<file path="src/rtl/pwm_upd_sched_if.sv">
// Bundle between the register block / counter and the PWM update scheduler.
// master = register block and counter side, slave = the scheduler.
interface pwm_upd_sched_if;
  // Commit control from the register block
  logic        upd_req;
  logic        upd_mode;
  logic        upd_abort;
  logic        clr_late;
  // Shadow values written over SPI
  logic [15:0] period_sh;
  logic [15:0] compare1_sh;
  logic [15:0] compare2_sh;
  logic [7:0]  functions_sh;
  logic [7:0]  prescale_sh;
  // Live counter status
  logic [15:0] count_val;
  logic        upnotdown;
  logic        en;
  // Active configuration and status
  logic [15:0] period;
  logic [15:0] compare1;
  logic [15:0] compare2;
  logic [7:0]  functions;
  logic [7:0]  prescale;
  logic        upd_busy;
  logic        upd_done;
  logic        upd_late;
  // FSM state, for checkers and debug (0 = IDLE, 1 = ARMED)
  logic [0:0]  dbg_state;

  modport master (
    output upd_req, upd_mode, upd_abort, clr_late,
    output period_sh, compare1_sh, compare2_sh, functions_sh, prescale_sh,
    output count_val, upnotdown, en,
    input  period, compare1, compare2, functions, prescale,
    input  upd_busy, upd_done, upd_late, dbg_state
  );

  modport slave (
    input  upd_req, upd_mode, upd_abort, clr_late,
    input  period_sh, compare1_sh, compare2_sh, functions_sh, prescale_sh,
    input  count_val, upnotdown, en,
    output period, compare1, compare2, functions, prescale,
    output upd_busy, upd_done, upd_late, dbg_state
  );
endinterface

</file>
<file path="src/rtl/pwm_upd_sched.sv">
// Glitch-free configuration update scheduler for the PWM timer.
// Shadow values are copied into the active registers in one atomic edge, either
// immediately or at the next counter period boundary (with a timeout fallback).
//
// Handshake: upd_req is a single-cycle strobe sampled on the rising clock edge;
// there is no ready. A commit is reported by upd_done, a one-cycle pulse in the
// cycle the new active values first appear. upd_busy is high for as long as a
// boundary commit is armed.
module pwm_upd_sched #(
  parameter int TIMEOUT_CYC = 4096,
  parameter int TMO_W       = 16
) (
  input  logic clk,
  input  logic rst,
  pwm_upd_sched_if.slave bus
);

  localparam logic [0:0] ST_IDLE  = 1'b0;
  localparam logic [0:0] ST_ARMED = 1'b1;

  localparam logic [TMO_W-1:0] TMO_LOAD = TMO_W'(TIMEOUT_CYC);
  localparam logic [TMO_W-1:0] TMO_ONE  = TMO_W'(1);
  localparam logic [TMO_W-1:0] TMO_ZERO = '0;
  localparam bit               TMO_EN   = (TIMEOUT_CYC != 0);

  logic [0:0]       r_state;
  logic [15:0]      r_cnt_q;
  logic [TMO_W-1:0] r_timer;
  logic [15:0]      r_period;
  logic [15:0]      r_compare1;
  logic [15:0]      r_compare2;
  logic [7:0]       r_functions;
  logic [7:0]       r_prescale;
  logic             r_done;
  logic             r_late;

  logic [15:0]      w_start;
  logic             w_boundary;
  logic             w_commit;
  logic             w_set_late;
  logic [0:0]       w_state_nxt;
  logic [TMO_W-1:0] w_timer_nxt;

  // Period boundary: the counter just moved onto its start value. Uses the active
  // period, which cannot change while armed, so detection is stable.
  always_comb begin
    w_start    = bus.upnotdown ? 16'd0 : r_period;
    w_boundary = (bus.count_val != r_cnt_q) && (bus.count_val == w_start);
  end

  // Next-state, commit and timeout decisions
  always_comb begin
    w_commit    = 1'b0;
    w_set_late  = 1'b0;
    w_state_nxt = r_state;
    w_timer_nxt = r_timer;
    case (r_state)
      ST_IDLE: begin
        // An abort in the same cycle drops the request.
        if (bus.upd_req && !bus.upd_abort) begin
          if (!bus.upd_mode || !bus.en) begin
            w_commit = 1'b1;
          end else begin
            w_state_nxt = ST_ARMED;
            w_timer_nxt = TMO_LOAD;
          end
        end
      end
      ST_ARMED: begin
        if (bus.upd_abort) begin
          w_state_nxt = ST_IDLE;
        end else if (w_boundary) begin
          w_commit    = 1'b1;
          w_state_nxt = ST_IDLE;
        end else if (!bus.en) begin
          // Counter stopped: nothing can glitch, commit now.
          w_commit    = 1'b1;
          w_state_nxt = ST_IDLE;
        end else if (TMO_EN && (r_timer == TMO_ONE)) begin
          w_commit    = 1'b1;
          w_set_late  = 1'b1;
          w_state_nxt = ST_IDLE;
        end else if (bus.upd_req) begin
          // Re-request restarts the wait; the newest shadows load at commit.
          w_timer_nxt = TMO_LOAD;
        end else if (r_timer != TMO_ZERO) begin
          w_timer_nxt = r_timer - TMO_ONE;
        end
      end
      default: begin
        w_state_nxt = ST_IDLE;
      end
    endcase
  end

  // FSM state, timer and registered counter value
  always_ff @(posedge clk or posedge rst) begin
    if (rst) begin
      r_state <= ST_IDLE;
      r_timer <= '0;
      r_cnt_q <= '0;
    end else begin
      r_state <= w_state_nxt;
      r_timer <= w_timer_nxt;
      r_cnt_q <= bus.count_val;
    end
  end

  // Active configuration: all five fields load together on the commit edge
  always_ff @(posedge clk or posedge rst) begin
    if (rst) begin
      r_period    <= '0;
      r_compare1  <= '0;
      r_compare2  <= '0;
      r_functions <= '0;
      r_prescale  <= '0;
    end else if (w_commit) begin
      r_period    <= bus.period_sh;
      r_compare1  <= bus.compare1_sh;
      r_compare2  <= bus.compare2_sh;
      r_functions <= bus.functions_sh;
      r_prescale  <= bus.prescale_sh;
    end
  end

  // Done pulse and sticky late flag (a new late event beats a clear)
  always_ff @(posedge clk or posedge rst) begin
    if (rst) begin
      r_done <= 1'b0;
      r_late <= 1'b0;
    end else begin
      r_done <= w_commit;
      if (w_set_late) begin
        r_late <= 1'b1;
      end else if (bus.clr_late) begin
        r_late <= 1'b0;
      end
    end
  end

  assign bus.period    = r_period;
  assign bus.compare1  = r_compare1;
  assign bus.compare2  = r_compare2;
  assign bus.functions = r_functions;
  assign bus.prescale  = r_prescale;
  assign bus.upd_busy  = (r_state == ST_ARMED);
  assign bus.upd_done  = r_done;
  assign bus.upd_late  = r_late;
  assign bus.dbg_state = r_state;

endmodule

</file>
<file path="src/flat_wrapper.sv">
// flat-port wrapper written by rule: the top's interface ports become plain ports
module pwm_upd_sched_flat 
#(
  parameter int TIMEOUT_CYC = 4096,
  parameter int TMO_W       = 16
)
  (clk, rst, bus_upd_req, bus_upd_mode, bus_upd_abort, bus_clr_late, bus_period_sh, bus_compare1_sh, bus_compare2_sh, bus_functions_sh, bus_prescale_sh, bus_count_val, bus_upnotdown, bus_en, bus_period, bus_compare1, bus_compare2, bus_functions, bus_prescale, bus_upd_busy, bus_upd_done, bus_upd_late, bus_dbg_state);
  pwm_upd_sched_if bus_i ();
  input  logic clk;
  input  logic rst;
  input wire logic [$bits(bus_i.upd_req)-1:0] bus_upd_req;
  input wire logic [$bits(bus_i.upd_mode)-1:0] bus_upd_mode;
  input wire logic [$bits(bus_i.upd_abort)-1:0] bus_upd_abort;
  input wire logic [$bits(bus_i.clr_late)-1:0] bus_clr_late;
  input wire logic [$bits(bus_i.period_sh)-1:0] bus_period_sh;
  input wire logic [$bits(bus_i.compare1_sh)-1:0] bus_compare1_sh;
  input wire logic [$bits(bus_i.compare2_sh)-1:0] bus_compare2_sh;
  input wire logic [$bits(bus_i.functions_sh)-1:0] bus_functions_sh;
  input wire logic [$bits(bus_i.prescale_sh)-1:0] bus_prescale_sh;
  input wire logic [$bits(bus_i.count_val)-1:0] bus_count_val;
  input wire logic [$bits(bus_i.upnotdown)-1:0] bus_upnotdown;
  input wire logic [$bits(bus_i.en)-1:0] bus_en;
  output wire logic [$bits(bus_i.period)-1:0] bus_period;
  output wire logic [$bits(bus_i.compare1)-1:0] bus_compare1;
  output wire logic [$bits(bus_i.compare2)-1:0] bus_compare2;
  output wire logic [$bits(bus_i.functions)-1:0] bus_functions;
  output wire logic [$bits(bus_i.prescale)-1:0] bus_prescale;
  output wire logic [$bits(bus_i.upd_busy)-1:0] bus_upd_busy;
  output wire logic [$bits(bus_i.upd_done)-1:0] bus_upd_done;
  output wire logic [$bits(bus_i.upd_late)-1:0] bus_upd_late;
  output wire logic [$bits(bus_i.dbg_state)-1:0] bus_dbg_state;
  assign bus_i.upd_req = bus_upd_req;
  assign bus_i.upd_mode = bus_upd_mode;
  assign bus_i.upd_abort = bus_upd_abort;
  assign bus_i.clr_late = bus_clr_late;
  assign bus_i.period_sh = bus_period_sh;
  assign bus_i.compare1_sh = bus_compare1_sh;
  assign bus_i.compare2_sh = bus_compare2_sh;
  assign bus_i.functions_sh = bus_functions_sh;
  assign bus_i.prescale_sh = bus_prescale_sh;
  assign bus_i.count_val = bus_count_val;
  assign bus_i.upnotdown = bus_upnotdown;
  assign bus_i.en = bus_en;
  assign bus_period = bus_i.period;
  assign bus_compare1 = bus_i.compare1;
  assign bus_compare2 = bus_i.compare2;
  assign bus_functions = bus_i.functions;
  assign bus_prescale = bus_i.prescale;
  assign bus_upd_busy = bus_i.upd_busy;
  assign bus_upd_done = bus_i.upd_done;
  assign bus_upd_late = bus_i.upd_late;
  assign bus_dbg_state = bus_i.dbg_state;
  pwm_upd_sched #(.TIMEOUT_CYC(TIMEOUT_CYC), .TMO_W(TMO_W)) u_core (.clk(clk), .rst(rst), .bus(bus_i));
endmodule
</file>
<file path="config.mk">
export PLATFORM = sky130hd
export DESIGN_NAME = pwm_upd_sched_flat
export DESIGN_NICKNAME = d
export VERILOG_FILES = /design/src/rtl/pwm_upd_sched_if.sv /design/src/rtl/pwm_upd_sched.sv /design/src/flat_wrapper.sv
export SDC_FILE = /design/constraint.sdc
export NUM_CORES = 1
export LEC_CHECK = 0
export ABC_AREA = 0
export CORE_ASPECT_RATIO = 1.2
export CORE_MARGIN = 5
export CORE_UTILIZATION = 41
export CTS_CLUSTER_SIZE = 16
export DETAILED_ROUTE_END_ITERATION = 6
export PLACE_DENSITY = 0.76
export SYNTH_ARGS = -nofsm -noshare
export SYNTH_HDL_FRONTEND = slang
export SYNTH_SLANG_ARGS = --single-unit
export TNS_END_PERCENT = 50
</file>
<file path="constraint.sdc">
create_clock -name clk -period 3 [get_ports clk]
set_input_delay 0.6 -clock clk [delete_from_list [all_inputs] [get_ports clk]]
set_output_delay 0.6 -clock clk [all_outputs]
set_load 0.05 [all_outputs]
</file>
==> results.py <==
metrics = {
    "run_status": {
        "status": "completed",
    },
    "clock_tree": {
        "cts_buffers": 9,
        "cts_tree": "done",
        "ctsLongestPathBuffers": 2,
        "cts_root_buffer": "clkbuf_16",
        "cts_max_level": 3,
        "cts.sinks": 99,
        "clkLatencyLatePin_ns": 0.34,
        "cts_setup_buffers": 0,
        "clk_pin_slew_ns": 0.06,
    },
    "sta": {
        "period_share": 0.915,
        "setup_viol": 0,
        "worst_slew_pin_slew_ns": 0.577,
        "period_minus_slack_ns": 2.75,
        "grt_setup_unrepaired": "no",
        "fmaxAchievable_ghz": 0.364,
        "skew_ns": 0.00688,
        "hold_viol": 0,
        "finalSetupTns_ns": 0,
        "maxSlewHeadroom": 0.615,
        "slew_viol_final": 0,
    },
    "die": {
        "die_w_um": 105,
        "die_area_mm2": 0.0130,
        "io_pins": 156,
        "die_h_um": 124,
        "num_rows": 41,
        "initial_core_util": 0.419,
        "core_mm2": 0.0106,
    },
    "drt": {
        "drt_first_iter_violations": 110,
        "routed_wl_um": 11200,
        "vias": 3500,
        "drt-wirelength-per-cell_um": 16.7,
        "post-route-drc-count": 0,
        "ant_nets": 0,
        "firstDrtPassIters": 4,
        "viasPerCell": 5.21,
    },
    "worst_hold_path": {
        "min_delay_path_depth": 1,
        "hp-start": "u_core.bus.functions[5]",
        "hold_end": "u_core.bus.functions[5]",
        "hold_class": "register to register",
    },
    "logic_synthesis": {
        "syn_inst": 361,
        "yosysUniqueCellTypes": 43,
        "yosysWarnings": 0,
        "synth_edf_count": 0,
        "synth_area_per_cell_um2": 12.3,
        "synthArstFlopShare": 1.00,
        "synth_fp_nets": 452,
        "syn_area_mm2": 0.00443,
        "ys.flop_type": "dfrtp_1",
        "seq_area_frac_synth": 0.559,
        "ys_ff_latch": 99,
    },
    "critical_path": {
        "cp.required_ns": 3.21,
        "arrival_ns": 2.96,
        "reg2reg_slack_ns": 0.56,
        "crit_path_end_kind": "register",
        "r2r_cells": 8,
        "cp_max_fo": 38,
        "start_kind": "primary input",
        "r2r-end": "u_core.r_timer[12]",
        "crit_type": "primary input to register",
        "regToRegStartpoint": "u_core.r_timer[2]",
    },
    "cells_and_area": {
        "nNetsFinal": 629,
        "drive_gt1_frac": 0.169,
        "num_antenna_cells": 0,
        "area.growth.synth_to_final_pct": 49.9,
        "nFillCells": 839,
        "fin_cells": 672,
    },
    "placement": {
        "dp.cells": 656,
        "io_buffers": 155,
        "dp_hpwl_um": 8390,
        "gp_congestion": 0.811,
    },
    "global_routing": {
        "antenna_found_initial": 0,
        "grt_start_max_net_pins": 100,
        "grt_overflow": 0,
        "grt_pass1_wl_um": 18500,
        "grt_usage": 0.175,
        "grt_pass1_vias": 3782,
    },
    "job": {
        "drv_cap": 0,
    },
    "pwr": {
        "vdd_drop_max_mv": 0.412,
        "leakagePower_nw": 2.76,
        "power.density_mw_per_mm2": 679,
    },
}
[final cells by class]
| type | instances | area (um2) | share of cell area |
|---|---|---|---|
| flip-flops and latches | 99 | 2480 | 0.373 |
| clock inverters | 4 | 72.6 | 0.0109 |
| inverters | 7 | 30.0 | 0.00452 |
| repair buffers | 180 | 1780 | 0.268 |
| multi-input cells | 241 | 1860 | 0.281 |
| clock buffers | 12 | 256 | 0.0386 |
| well taps | 129 | 161 | 0.0243 |
[cells by family after synthesis]
kind of cell | count (synthesis) | share of synthesized area
simple gates | 92 | 0.112
fa+ha+maj | 3 | 0.00848
compound gates | 58 | 0.0862
flops | 99 | 0.559
xor+xnor | 24 | 0.0475
mux | 64 | 0.163
buf+inv | 21 | 0.0240
[critical path: stages]
cell             delay [ns]
clkdlybuf4s50_1        0.42
buf_4                  0.18
nor4b_1                0.29
nand2_1                0.09
a32oi_1                0.24
nand4_1                0.16
o21ai_1                0.29
o31ai_4                0.12
buf_12                 0.19
mux2_1                 0.34
[flip-flops by register name, summed over array words and instances, names as in the netlist]
register / count
u_core.bus.compare1: 16
u_core.bus.compare2: 16
u_core.bus.dbg_state: 1
u_core.bus.functions: 8
u_core.bus.period: 16
u_core.bus.prescale: 8
u_core.bus.upd_done: 1
u_core.bus.upd_late: 1
u_core.r_cnt_q: 16
u_core.r_timer: 16
[through the flow]
stage / hold WS (ns) / worst slack, ns / total power, W / util / area, um2
floorplan: 0.448 / 0.459 / 0.00265 / - / 4430
global placement: 0.465 / -0.119 / 0.00325 / 0.596 / 6300
detailed placement: 0.480 / -0.165 / 0.00328 / 0.596 / 6300
CTS: 0.496 / 0.193 / 0.00456 / 0.628 / 6630
global route: 0.500 / 0.0279 / 0.00470 / 0.628 / 6640
finish: 0.491 / 0.254 / 0.00451 / 0.628 / 6640
[layer usage]
metal	routed length, um	vias up	track usage
met4	272	0	0.0687
met3	899	20	0.0632
li1	-	1653	-
met2	5780	124	0.309
met1	4250	1703	0.193
met5	0	-	0
[report_power, final]
| part | internal (W) | switching (W) | total (W) | leakage [nW] |
|---|---|---|---|---|
| combinational | 0.000625 | 0.000955 | 0.00158 | 1.40 |
| sequential | 0.00153 | 0.000143 | 0.00167 | 1.20 |
| clock | 0.000775 | 0.000479 | 0.00125 | 0.159 |
[synthesized netlist by cell type, types with 2 or more instances]
library cell  number  area (um2)
a21o_1             2        15.0
nand4b_1           2        17.5
xnor2_1            8        70.1
a32oi_1            4        35.0
nand4_1            2        12.5
nand3_1            3        15.0
nor2_1            39         146
nor3_1             4        20.0
buf_4              2        15.0
o31ai_1            5        37.5
o21ai_1           13        65.1
o41ai_1            4        35.0
a31oi_1            5        31.3
nor4_1             5        31.3
or4_1              2        15.0
ha_1               3        37.5
mux2_1            18         203
or3_1              2        12.5
nand2b_1           3        18.8
buf_2             10        50.1
xor2_1            16         140
inv_1              7        26.3
nand2_1           12        45.0
nor4bb_1           4        40.0
nor2b_1            4        25.0
mux2_2            46         518
o21ai_0           12        60.1
o32ai_1            4        35.0
nor4b_1            4        35.0
dfrtp_1           99        2480
a21oi_1            5        25.0
[placed cells by master, fill, tap and decap left out, types with 4 or more instances in the layout]
cell type        Yosys  final
a21oi_1              5      5
a31oi_1              5      5
a32oi_1              4      4
buf_4                2     22
clkbuf_16            0      9
clkdlybuf4s50_1      0    155
dfrtp_1             99     99
inv_1                7      6
mux2_1              18     18
mux2_2              46     46
nand2_1             12     12
nor2_1              39     39
nor2b_1              4      4
nor3_1               4      4
nor4_1               5      4
nor4b_1              4      4
nor4bb_1             4      4
o21ai_0             12     12
o21ai_1             13     13
o31ai_1              5      4
o32ai_1              4      4
o41ai_1              4      4
xnor2_1              8      8
xor2_1              16     16
[timing repair]
item	in CTS	in global routing
resized for setup	0	1
endpoints found under the setup margin	0	13
hold buffers	0	0
hold endpoints to repair	0	0
[how the worst max path moves through the flow]
stage / start / to
CTS: bus_count_val[8] / u_core.bus.period[3]
floorplan: bus_upnotdown / u_core.bus.compare2[14]
global placement: bus_count_val[8] / u_core.bus.compare1[13]
detailed placement: bus_count_val[8] / u_core.bus.period[3]
finish: bus_upnotdown / u_core.bus.compare2[7]
global route: bus_upnotdown / u_core.bus.compare2[7]
Note: power is estimated with default switching activity, not from simulation.
